$ cat src/rtl/div_iter_32b.sv
// div_iter_32b: restoring radix-2 divider for RV32M DIV/DIVU/REM/REMU, one quotient bit per cycle.
// Define DIV_EARLY_OUT_EN to finish divide-by-zero, overflow and |divisor|>|dividend| in one cycle.
module div_iter_32b #(
  parameter int XLEN = 32
) (
  input  logic            clk,
  input  logic            rst_n,
  input  logic            start,
  input  logic [1:0]      op,
  input  logic [XLEN-1:0] dividend,
  input  logic [XLEN-1:0] divisor,
  input  logic            flush,
  output logic            busy,
  output logic            valid,
  output logic [XLEN-1:0] result
);
  localparam int CW = $clog2(XLEN);
  localparam logic [XLEN-1:0] MIN = {1'b1, {(XLEN-1){1'b0}}};
  typedef enum logic [1:0] {IDLE, CALC, FIX, DONE} state_t;
  state_t state, nxt;
  logic [XLEN-1:0] quo, dvs, rem, dvd, ma, mb, qf, rf;
  logic [XLEN:0] sh, t;
  logic [CW-1:0] cnt;
  logic is_rem, sd, sv, dz, ovf, sgn, sd_in, sv_in, dz_in, ovf_in, early;
  assign sgn    = ~op[0];
  assign sd_in  = sgn & dividend[XLEN-1];
  assign sv_in  = sgn & divisor[XLEN-1];
  assign ma     = sd_in ? -dividend : dividend;
  assign mb     = sv_in ? -divisor : divisor;
  assign dz_in  = divisor == '0;
  assign ovf_in = sgn & (dividend == MIN) & (&divisor);
`ifdef DIV_EARLY_OUT_EN
  assign early  = dz_in | ovf_in | (mb > ma);
`else
  assign early  = 1'b0;
`endif
  assign busy   = state != IDLE;
  assign valid  = state == DONE;
  assign sh     = {rem, quo[XLEN-1]};
  assign t      = sh - {1'b0, dvs};
  assign qf     = dz ? '1 : ovf ? MIN : (sd ^ sv) ? -quo : quo;
  assign rf     = dz ? dvd : ovf ? '0 : sd ? -rem : rem;
  always_comb begin
    nxt = state;
    if (flush) nxt = IDLE;
    else begin
      case (state)
        IDLE:    nxt = start ? (early ? DONE : CALC) : IDLE;
        CALC:    nxt = (cnt == CW'(XLEN-1)) ? FIX : CALC;
        FIX:     nxt = DONE;
        default: nxt = IDLE;
      endcase
    end
  end
  always_ff @(posedge clk) state <= !rst_n ? IDLE : nxt;
  always_ff @(posedge clk) begin
    if (!rst_n) begin
      {quo, dvs, rem, dvd, result} <= '0;
      cnt <= '0;
      {is_rem, sd, sv, dz, ovf} <= '0;
    end else if (!flush) begin
      if (state == IDLE && start) begin
        is_rem <= op[1];
        quo    <= ma;
        dvs    <= mb;
        rem    <= '0;
        cnt    <= '0;
        sd     <= sd_in;
        sv     <= sv_in;
        dz     <= dz_in;
        ovf    <= ovf_in;
        dvd    <= dividend;
`ifdef DIV_EARLY_OUT_EN
        if (early) result <= op[1] ? (ovf_in ? '0 : dividend) : (dz_in ? '1 : ovf_in ? MIN : '0);
`endif
      end
      // negative trial (borrow in the top bit) keeps the shifted remainder
      if (state == CALC) begin
        rem <= t[XLEN] ? sh[XLEN-1:0] : t[XLEN-1:0];
        quo <= {quo[XLEN-2:0], ~t[XLEN]};
        cnt <= cnt + CW'(1);
      end
      if (state == FIX) result <= is_rem ? rf : qf;
    end
  end
endmodule
$ cat config.mk
export PLATFORM = sky130hd
export DESIGN_NAME = div_iter_32b
export DESIGN_NICKNAME = d
export VERILOG_FILES = /design/src/rtl/div_iter_32b.sv
export SDC_FILE = /design/constraint.sdc
export NUM_CORES = 1
export LEC_CHECK = 0
export BUFFER_PORTS_ARGS = -buffer_cell sky130_fd_sc_hd__buf_2
export CAP_MARGIN = 20
export CORE_UTILIZATION = 65
export CTS_CLUSTER_DIAMETER = 60
export DETAILED_ROUTE_END_ITERATION = 10
export PLACE_DENSITY = 0.95
export SLEW_MARGIN = 10
export SYNTH_ARGS = -nofsm -noshare
export SYNTH_HDL_FRONTEND = slang
export SYNTH_SLANG_ARGS = --single-unit
export TNS_END_PERCENT = 100
$ cat constraint.sdc
create_clock -name clk -period 6.7 [get_ports clk]
set_input_delay 1.005 -clock clk [delete_from_list [all_inputs] [get_ports clk]]
set_output_delay 1.005 -clock clk [all_outputs]
set_load 0.01 [all_outputs]
==> flow_summary.ini <==
[run_status]
status = finished, final reports clean

[worst_setup_path]
r2r_slack_ps = 2850
r2r_cells = 14
r2r-end = rem[24]$_SDFFE_PN0P_
endpoint_kind = flip-flop
crit_top_cell = a21oi_1
worstSetupStartpointType = flip-flop
path_class = reg -> reg
path_cells = inv_1, ha_1, fa_1, nor2b_1, o21ai_0, a21o_1, a21oi_1, a21oi_1, o2111a_1, o22ai_4, buf_4, nor2_1, a21oi_1, o21ai_0
required_ps = 7000
cp_max_fo = 54
cp_slowest_stage_delay_ps = 470
r2r-start = quo[31]$_SDFFE_PN0P_
cp.arrival_ps = 4150
slowest_stage = buf_4

[logic_synthesis]
synth_area_um2 = 11500
yosysTopAreaCellShare_pct = 30.0
ys_ff_latch = 172
synth_area_per_cell_um2 = 7.27
synthDistinctLibCells = 70
synth_top_area_cell = dfxtp_1
seq_area_frac_synth_pct = 30.0
synth_nets = 1687
synthCells = 1577
synth.most_common_cell = nor2_1
synth_enable_flop_cells = 0
netlist_top_cells_area = dfxtp_1, a21oi_1, nor2_1, nand2_1, xor2_1
yosys_warnings = 0
synth-async-reset-ratio_pct = 0
yosys-top-cells-count = nor2_1, nand2_1, dfxtp_1
synthFlopType = dfxtp_1

[timing]
worst_pin_slew_ps = 1060
period_share_pct = 57.5
finClkSkew_ps = 13.2
fmax_ghz = 0.260
slew-limit-headroom_pct = 29.1
fin_ws_ps = 2850
rsz0062_at_grt = false
period_needed_ps = 3850
tns_ps = 0
drv_slew = 0
hold_viol_final = 0
finalSetupViolCount = 0

[clocking]
postCtsResizedCells = 0
postCtsSetupRepairBufs = 0
hold_buffers = 0
cts_sinks = 172
cts_buffers = 17
clkSlewWorstSetupHoldPaths_ps = 70
cts_tree = done
h-tree-depth = 4
cts.path.max_buffers = 2
clock-root-buffer = clkbuf_16
worst_skew_pair.late_latency_ps = 440

[global_route]
use_met3_pct = 8.26
grt_pass1_wl_um = 54300
antenna_found_initial = 0
grt_pass1_vias = 10500
grt.overflow.total = 0
grt_use_total_pct = 38.1
grt_max_degree = 108
grt-busiest-layer = met2
use_met2_pct = 57.5
use_met1_pct = 53.9

[final_layout]
finalNonFillerCells = 1851
antenna_cells = 0
multi_input_area_um2 = 7450
finalNetCount = 1723
drive_above_1_share_pct = 10.6
num-fill-cells = 1311
area_growth_pct = 9.60
design_area_um2 = 12600
register_area_um2 = 3440

[power_and_ir_drop]
pwr-share-seq_pct = 43.5
p_comb_share_pct = 19.8
powerDensity_nw_per_um2 = 202
p_int_w = 0.00174
p_leak_nw = 4.99
sw_frac_of_total_pct = 31.2
pwr-share-clk_pct = 36.7
power_switching_w = 0.000792
ir_drop_uv = 199
power_w = 0.00254

[route]
vias_per_cell = 6.53
dr.pass1.iters = 6
routed_wl_um = 34500
wire_per_inst_um = 18.6
vias = 12100
antenna_left = 0
drt_iter0_markers = 1921
drc = 0

[min_path]
whs_path_depth = 2
hold_path_class = reg -> reg
min_to = result[12]$_SDFFE_PN0P_
hold_start = result[12]$_SDFFE_PN0P_

[floorplanning]
die_y_um = 135
coreArea_um2 = 17200
die_area_um2 = 18200
rows = 48
design.portCount = 104
fp.dieW_um = 135
initial_core_util_pct = 66.5

[placed_design]
placed_area_um2 = 12000
dp_cells = 1818
port_buffers = 103
gp_congestion = 1.04
place_hpwl_um = 24900
place_ws_ps = 2770

[run]
maxCapViolCount = 0
==> final cells by class <==
type                    instances  area share (%)
clock buffers                  21            3.66
clock inverters                11           0.697
repair buffers                117            5.00
well taps                     225            2.24
inverters                      57            1.71
multi-input cells            1248            59.3
flip-flops and latches        172            27.4
==> through the flow <==
stage	utilization, %	hold WS (ps)
6_report	72.9	452
5_1_grt	72.9	470
4_1_cts	72.8	454
3_5_place_dp	69.7	445
3_3_place_gp	69.6	439
2_1_floorplan	-	432
==> power by group through the flow <==
stage	Sequential, W	Combinational [W]	Clock [W]
floorplan	0.00111	0.000352	0
global placement	0.00112	0.000467	0
detailed placement	0.00112	0.000479	0
CTS	0.00110	0.000486	0.000929
global route	0.00110	0.000549	0.000969
finish	0.00110	0.000503	0.000930
==> worst max-delay path, delay by kind of cell (launching register included) <==
family,cells,cell delay [ps]
AOI/OAI and AO/OA,8,1820
adders and majority gates,2,640
buffers and inverters,2,580
DFF,1,340
and+or+nand+nor,2,310
==> registers in the layout, indices dropped and copies added, names as in the netlist <==
signal and count:
cnt 5, dvd 32, dvs 32, dz 1, is_rem 1, ovf 1
quo 32, rem 32, result 32, sd 1, state 2, sv 1
==> per-layer routing <==
| layer | up-vias | routed length [um] |
|---|---|---|
| met1 | 5528 | 14400 |
| met4 | 0 | 1030 |
| met3 | 99 | 4370 |
| li1 | 5672 | - |
| met2 | 794 | 14700 |
| met5 | - | 0 |
==> cells by family after synthesis <==
| logic type | share of synthesized area [%] |
|---|---|
| AO/OA/AOI/OAI | 26.6 |
| XOR/XNOR | 10.7 |
| adder cells (fa/ha/maj) | 4.43 |
| buffers and inverters | 5.28 |
| flip-flops | 30.0 |
| multiplexers | 0.622 |
| AND/OR/NAND/NOR | 22.4 |
==> worst max path at each step <==
| stage | startpoint | to | slack, ps | depth (start not counted) |
|---|---|---|---|---|
| floorplan | dividend[2] | quo[28]$_SDFFE_PN0P_ | 3180 | 11 |
| global placement | dividend[2] | quo[28]$_SDFFE_PN0P_ | 2820 | 11 |
| detailed placement | dividend[2] | quo[28]$_SDFFE_PN0P_ | 2770 | 11 |
| CTS | quo[31]$_SDFFE_PN0P_ | rem[25]$_SDFFE_PN0P_ | 2930 | 14 |
| global route | quo[31]$_SDFFE_PN0P_ | rem[25]$_SDFFE_PN0P_ | 2640 | 14 |
| finish | quo[31]$_SDFFE_PN0P_ | rem[24]$_SDFFE_PN0P_ | 2850 | 14 |
==> cell usage in the layout, fill, tap and decap left out, drive strengths merged, types with 7 or more instances in the layout <==
master	count
nor2	189
nand2	181
dfxtp	172
a21oi	171
o21ai	139
buf	117
xor2	76
xnor2	64
inv	58
a211oi	51
ha	39
nor3	36
nand3	25
o31ai	23
nand2b	21
clkbuf	21
nand4	19
a21o	17
or3	16
nor4	16
a31oi	15
o22ai	14
or4	14
nor2b	13
a22oi	11
o211ai	11
o41ai	9
or2	8
clkinv	7
Note: power is estimated with default switching activity, not from simulation.
